<file path="src/rtl/sha256_pkg.sv">
// Shared widths and types for the SHA-256 datapath front end.
package sha256_pkg;

    localparam int BLOCK_W         = 512;
    localparam int WORD_W          = 32;
    localparam int WORDS_PER_BLOCK = BLOCK_W / WORD_W;

    typedef logic [BLOCK_W-1:0] block_t;
    typedef logic [WORD_W-1:0]  word_t;

endpackage

</file>
<file path="src/rtl/sha256_block_fifo2.sv">
// Two-entry register FIFO with valid/ready handshakes; the head register drives data_o
// directly and keeps the last popped entry once the FIFO drains.
module sha256_block_fifo2 #(
    parameter int W = 512
) (
    input  logic         clk,
    input  logic         rst,
    input  logic         push_i,
    input  logic [W-1:0] data_i,
    output logic         full_o,
    input  logic         pop_i,
    output logic         valid_o,
    output logic [W-1:0] data_o
);

    logic [W-1:0] head_q, head_d;
    logic [W-1:0] tail_q, tail_d;
    logic [1:0]   count_q, count_d;
    logic         push_ok;
    logic         pop_ok;

    assign full_o  = (count_q == 2'd2);
    assign valid_o = (count_q != 2'd0);
    assign data_o  = head_q;

    always_comb begin
        head_d  = head_q;
        tail_d  = tail_q;
        count_d = count_q;
        push_ok = push_i && (count_q != 2'd2);
        pop_ok  = pop_i && (count_q != 2'd0);
        case ({push_ok, pop_ok})
            2'b10: begin
                if (count_q == 2'd0) head_d = data_i;
                else                 tail_d = data_i;
                count_d = count_q + 2'd1;
            end
            2'b01: begin
                // With one entry left the head is kept so block_out holds the last popped block.
                if (count_q == 2'd2) head_d = tail_q;
                count_d = count_q - 2'd1;
            end
            2'b11: begin
                // Only reachable with one entry: the new block replaces the retiring head.
                head_d = data_i;
            end
            default: ;
        endcase
    end

    always_ff @(posedge clk) begin
        if (rst) begin
            head_q  <= '0;
            tail_q  <= '0;
            count_q <= 2'd0;
        end else begin
            head_q  <= head_d;
            tail_q  <= tail_d;
            count_q <= count_d;
        end
    end

endmodule

</file>
<file path="src/rtl/sha256_input_stage.sv">
// Host-facing input stage: buffers up to two message blocks ahead of the compression core.
// Optional build macro SHA256_INPUT_STAGE_CNT_EN adds accepted-block and overflow monitors.
module sha256_input_stage #(
    parameter int BLOCK_W = 512,
    parameter int DEPTH   = 2
) (
    input  logic               clk,
    input  logic               rst,
    input  logic               start,
    input  logic [BLOCK_W-1:0] block_in,
    output logic               ready,
    output logic               input_valid,
    output logic [BLOCK_W-1:0] block_out,
`ifdef SHA256_INPUT_STAGE_CNT_EN
    output logic [31:0]        blocks_accepted,
    output logic               overflow_seen,
`endif
    input  logic               next_stage_ready
);

    import sha256_pkg::*;

    if (DEPTH != 2 || (BLOCK_W % WORD_W) != 0) begin : g_bad_cfg
        $error("sha256_input_stage: DEPTH must be 2 and BLOCK_W a multiple of 32");
    end

    logic full;

    sha256_block_fifo2 #(
        .W (BLOCK_W)
    ) u_fifo (
        .clk     (clk),
        .rst     (rst),
        .push_i  (start),
        .data_i  (block_in),
        .full_o  (full),
        .pop_i   (next_stage_ready),
        .valid_o (input_valid),
        .data_o  (block_out)
    );

    // ready comes only from the registered count, never from next_stage_ready.
    assign ready = !full;

`ifdef SHA256_INPUT_STAGE_CNT_EN
    logic [31:0] accepted_q, accepted_d;
    logic        overflow_q, overflow_d;

    always_comb begin
        accepted_d = accepted_q;
        overflow_d = overflow_q;
        if (start && ready)  accepted_d = accepted_q + 32'd1;
        if (start && !ready) overflow_d = 1'b1;
    end

    always_ff @(posedge clk) begin
        if (rst) begin
            accepted_q <= '0;
            overflow_q <= 1'b0;
        end else begin
            accepted_q <= accepted_d;
            overflow_q <= overflow_d;
        end
    end

    assign blocks_accepted = accepted_q;
    assign overflow_seen   = overflow_q;
`endif

endmodule

</file>
<file path="config.mk">
export PLATFORM = sky130hd
export DESIGN_NAME = sha256_input_stage
export DESIGN_NICKNAME = d
export VERILOG_FILES = /design/src/rtl/sha256_pkg.sv /design/src/rtl/sha256_block_fifo2.sv /design/src/rtl/sha256_input_stage.sv
export SDC_FILE = /design/constraint.sdc
export NUM_CORES = 2
export LEC_CHECK = 0
export CAP_MARGIN = 0
export CORE_AREA = 4 4 397 399
export DETAILED_ROUTE_END_ITERATION = 10
export DIE_AREA = 0 0 401 403
export PLACE_DENSITY = 0.59
export SLEW_MARGIN = 30
export SYNTH_ARGS = -nofsm -noshare
export SYNTH_HDL_FRONTEND = slang
export SYNTH_SLANG_ARGS = --single-unit
</file>
<file path="constraint.sdc">
create_clock -name clk -period 5.2 [get_ports clk]
set_input_delay 0.52 -clock clk [delete_from_list [all_inputs] [get_ports clk]]
set_output_delay 0.52 -clock clk [all_outputs]
set_load 0.02 [all_outputs]
</file>
== Yosys cells after proc, flatten, opt, wreduce, memory -nomap -nowiden ==
Index checks and enable logic that the tools add are counted.
Operators by class
  $mul: 0
  shift operators: 0
  magnitude comparators: 0
  multiplexer cells: 4
  divide/modulo/power cells: 0
  equal/unequal tests: 7
  reduce and logical (&&, ||, !) cells: 9
  bitwise logic cells: 1
  add/subtract/negate cells: 2
Operator list (count)
  512-bit case mux with 3 select lines: 1
  512-bit 2-to-1 mux: 2
  2-bit == test (second input constant): 3
  2-bit inequality test (second input constant): 2
  2-bit case mux with 2 select lines: 1
  2-bit nonzero test: 2
  3-bit AND reduction: 1
  3-bit nonzero test: 1
  2-bit by 1-bit adder with 2-bit output (second input constant): 1
  2-bit by 1-bit == test with 1-bit output (second input constant): 1
  1-bit logical AND: 2
  2-bit logical NOT: 1
  2-bit by 1-bit inequality test with 1-bit output (second input constant): 1
  2-bit AND reduction: 1
  2-bit by 1-bit subtractor with 2-bit output (second input constant): 1
  1-bit logical NOT: 1
  1-bit inverter: 1
Storage, ports and cells
  ROM bits: 0
  bits in writable memories: 0
  latch bits: 0
  input port bits: 516
  output and inout bits: 514
  bits in registers: 1026
  logic and storage cells: 26
  memories kept: 0

== Logic depth before layout (Yosys ltp) ==
  depth after elaboration: 5
  depth in mapped cells: 12
  gate-level depth less buffers: 7

== Modules after synthesis ==
Synthesis repeated with hierarchy kept, for this count alone.
Unflattened totals
  cell total of the unflattened synthesis: 4633
  area, all modules: 44018.5 um^2
By module, submodules not included
  sha256_block_fifo2: sequential area each 20539.7 um^2, cells an instance 4632, area each 44014.7 um^2, instances 1
  sha256_input_stage: sequential area each 0.0 um^2, cells an instance 1, area each 3.8 um^2, instances 1

== Worst setup path before layout ==
No wires, ideal clock.
  path type: reg-to-reg
  start point: register u_fifo.count_q[0]
  end point: register u_fifo.head_q[100], in the netlist u_fifo.data_o[100]
  arrival: 2300 ps
  period minus slack after synthesis: 2381 ps
  buffers on the path: 5
  required time: 5119 ps
  cell stages (with the launch flop): 12
  setup slack: 2819 ps
  setup time: 81 ps
  cells stage by stage: dfxtp_1 -> buf_4 -> nand2b_1 -> nand2_1 -> ha_1 -> and3b_1 -> buf_2 -> or3_1 -> buf_4 -> buf_6 -> buf_6 -> a211oi_2
On the way
  word-level cells in the longest chain between the ends: 5
  elaborated cells between the ends (all ways): 14
  those cells by class: eq/ne (7); mux (1); reduce/logical (6)
Ends and longest elaborated chain
  start: declaration: RTL line sha256_block_fifo2.sv:18  | logic [1:0] count_q, count_d;
  start signal: assignment: RTL line sha256_block_fifo2.sv:59  | count_q <= count_d;
  2-bit inequality test / 2-bit nonzero test (equally long branches): RTL line sha256_block_fifo2.sv:30, sha256_block_fifo2.sv:31
  1-bit logical AND, on equally long branches: RTL line sha256_block_fifo2.sv:30, sha256_block_fifo2.sv:31
  2-bit == test / 2-bit by 1-bit == test with 1-bit output (equally long branches): RTL line sha256_block_fifo2.sv:32  | case ({push_ok, pop_ok})
  2-bit by 1-bit inequality test with 1-bit output (no source line) (tied with other cells)
  3-bit AND reduction (no source line)
  end signal: assignment: RTL line sha256_block_fifo2.sv:53  | head_q <= '0;
  end signal: assignment: RTL line sha256_block_fifo2.sv:57  | head_q <= head_d;
  end: declaration: RTL line sha256_block_fifo2.sv:16  | logic [W-1:0] head_q, head_d;
Several ways; a longest one is shown, not always the timed one.
A chain may end at the register's enable or synchronous reset.

== Final worst setup path ==
  start point: register u_fifo.count_q[0]
  end point: register u_fifo.head_q[6], in the netlist u_fifo.data_o[6]
Same word-level chain as after synthesis.

==> impl_metrics.json <==
{
  "switchingPower_mw": 16.2,
  "r2r-start": "u_fifo.count_q[0]",
  "r2r_slack_ns": 1.94,
  "combPwrFrac": 0.480,
  "synth-seq-cells": 1026,
  "root_buffer": "clkbuf_16",
  "yosysWarnings": 0,
  "cts_sinks": 1026,
  "drv_slew": 0,
  "fmax_mhz": 307,
  "track_usage": 0.195,
  "cts_buffers": 117,
  "drive_gt1_frac": 0.142,
  "hp-class": "input port to register",
  "run_status": "finished, final reports clean",
  "die_width_um": 401,
  "dp_cells": 7285,
  "utilization": 0.390,
  "min_period_ns": 3.26,
  "antenna_left": 0,
  "p_sw_frac": 0.413,
  "start_kind": "register",
  "cts_tree": "done",
  "ir_drop_v": 0.000570,
  "clock_skew_ns": 0.0692,
  "dp_hpwl_um": 111000,
  "start_util": 0.286,
  "drt-initial-drc-count": 2815,
  "crit_fanout": 167,
  "cp_cell_sequence": "nand2b_1 > nand2_1 > ha_1 > and3b_4 > buf_12 > buf_4 > nor4_1 > a211oi_2",
  "maxSlewHeadroom": 0.252,
  "rsz0062_at_grt": "false",
  "cts_setup_buffers": 0,
  "cts.clk_slew.worst_paths_ns": 0.06,
  "worst_path_max_delay_cell": "dfxtp_1",
  "syn-num-nets": 5151,
  "p_int_mw": 23.0,
  "clockPowerShare": 0.216,
  "dpl_cell_area_um2": 55800,
  "reg2reg_depth": 8,
  "htree_levels": 3,
  "area_delta_synth_final_pct": 36.2,
  "core_area_um2": 154000,
  "fin_crit_sh": 0.627,
  "worstHoldEndpoint": "u_fifo.tail_q[95]",
  "fin_nets": 5882,
  "yosysTopAreaCell": "dfxtp_1",
  "p_per_area_nw_per_um2": 655,
  "criticalPathCategory": "register to register",
  "grt_max_degree": 175,
  "cpPeakStageDelay_ns": 0.58,
  "required_ns": 5.89,
  "drt_first_pass_iters": 5,
  "hold_violations": 0,
  "cp-end-kind": "register",
  "leakage_nw": 19.4,
  "ys_seq_area_frac": 0.467,
  "rr_endpoint": "u_fifo.data_o[6]",
  "grt_pass1_wl_um": 247000,
  "die_h_um": 403,
  "die-area_um2": 162000,
  "grt_pass1_vias": 37228,
  "avgSynthCellArea_um2": 9.50,
  "routed_wl_um": 168000,
  "syn_area_um2": 44000,
  "synth_area_leaders": "dfxtp_1, a211oi_2, mux2i_1",
  "fp-row-count": 144,
  "cap_violations": 0,
  "clock_latency_ns": 0.74,
  "holdWs_ns": 0.325,
  "portBuffers": 1029,
  "cts_buffer_depth": 3,
  "via_per_inst": 5.13,
  "synth_top_area_share": 0.467,
  "worstMarginPinSlew_ns": 1.12,
  "antenna_found_initial": 48,
  "vias": 38655,
  "holdBufCountCts": 0,
  "hold_depth": 3,
  "p_seq_frac": 0.304,
  "hp-start": "block_in[95]",
  "finalNonFillerCells": 7531,
  "post_drt_wl_per_cell_um": 22.3,
  "critical_path_arrival_ns": 3.95,
  "grt_overflow": 0,
  "final_cell_area_um2": 60000,
  "io_pins": 1030,
  "ys_types": 25,
  "fin_tns_setup_ns": 0,
  "syn_inst": 4632,
  "setup_viol_count_final": 0,
  "gp_congestion": 0.821,
  "cts_resized": 0,
  "drc": 0
}
## power by group through the flow
stage / Sequential, mW / Clock [mW] / Combinational [mW]
6_report: 12.0 / 8.49 / 18.8
3_3_place_gp: 12.0 / 0 / 18.7
4_1_cts: 11.9 / 8.73 / 19.0
5_1_grt: 12.2 / 9.02 / 20.0
3_5_place_dp: 12.1 / 0 / 18.9
2_1_floorplan: 13.8 / 0 / 9.89
## stage by stage
step	setup WS, ns	total power, mW
detailed placement	1.73	31.0
finish	1.94	39.3
floorplan	2.82	23.7
global placement	1.71	30.7
global route	1.87	41.3
CTS	2.01	39.6
## sequential cells by signal, summed over array words and instances (netlist names)
name,cells
u_fifo.tail_q,512
u_fifo.data_o,512
u_fifo.count_q,2
## worst max-delay path, delay by kind of cell (launching register included)
kind | cells | cell delay [ns]
adders and majority gates | 1 | 0.28
and+or+nand+nor | 4 | 0.86
DFF | 1 | 0.58
buffers and inverters | 2 | 1.01
AOI/OAI and AO/OA | 1 | 0.23
## cells by family after synthesis
family,count (synthesis),share of synthesized area
DFF,1026,0.467
muxes,512,0.116
adders and majority gates,3,0.000853
buffers and inverters,515,0.0536
xor gates and xnor gates,2,0.000398
and+or+nand+nor,1546,0.162
AOI/OAI and AO/OA,1028,0.201
## area by class of cell
cell class                      count  area (µm²)
Clock buffer                      164        3380
Multi-Input combinational cell   3091       21200
Inverter                            2        7.51
Tap cell                         2044        2560
Timing Repair Buffer             1125       11600
Clock inverter                     46         597
Sequential cell                  1026       20500
Antenna cell                       33        82.6
Fill cell                       15198       93900
## cells in the mapped netlist
cell type / number
xor2_1: 1
nor4b_1: 1
o21a_1: 1
or2_1: 1
nor4_1: 512
buf_1: 9
o21ai_1: 1
or3_1: 2
clkbuf_1: 432
dfxtp_1: 1026
and3b_1: 2
a211oi_1: 32
buf_6: 53
mux2i_1: 512
inv_1: 2
a211oi_2: 480
xnor2_1: 1
o21ai_0: 1
a21oi_1: 513
ha_1: 3
nand2b_1: 1
buf_4: 2
nor2_1: 1
buf_2: 17
nand2_1: 1026
## worst max-delay path by stage
stage,startpoint,endpoint
floorplan,u_fifo.count_q[0],u_fifo.data_o[100]
detailed placement,start,u_fifo.data_o[60]
finish,u_fifo.count_q[0],u_fifo.data_o[6]
global placement,next_stage_ready,u_fifo.data_o[24]
CTS,u_fifo.count_q[0],u_fifo.data_o[422]
global route,u_fifo.count_q[0],u_fifo.data_o[60]
## placed cells by master, fill, tap and decap left out, types with 3 or more instances in the layout
cell type           n
clkinv_2           25
clkinv_4            3
buf_4              51
bufinv_16           8
clkbuf_1           19
inv_6               4
dfxtp_1          1026
clkdlybuf4s50_1  1028
diode_2            33
a211oi_1           32
clkbuf_8           28
mux2i_1           512
a211oi_2          480
a21oi_1           513
clkbuf_16         117
nand2_1          1026
nor4_1            512
clkinv_16           5
buf_16              3
buf_12             42
## routing by layer
metal / GRT usage / wire length [µm]
met1: 0.240 / 69300
met2: 0.324 / 81400
met3: 0.0492 / 11300
met4: 0.0801 / 5960
met5: 0 / 198
Note: power is estimated with default switching activity, not from simulation.
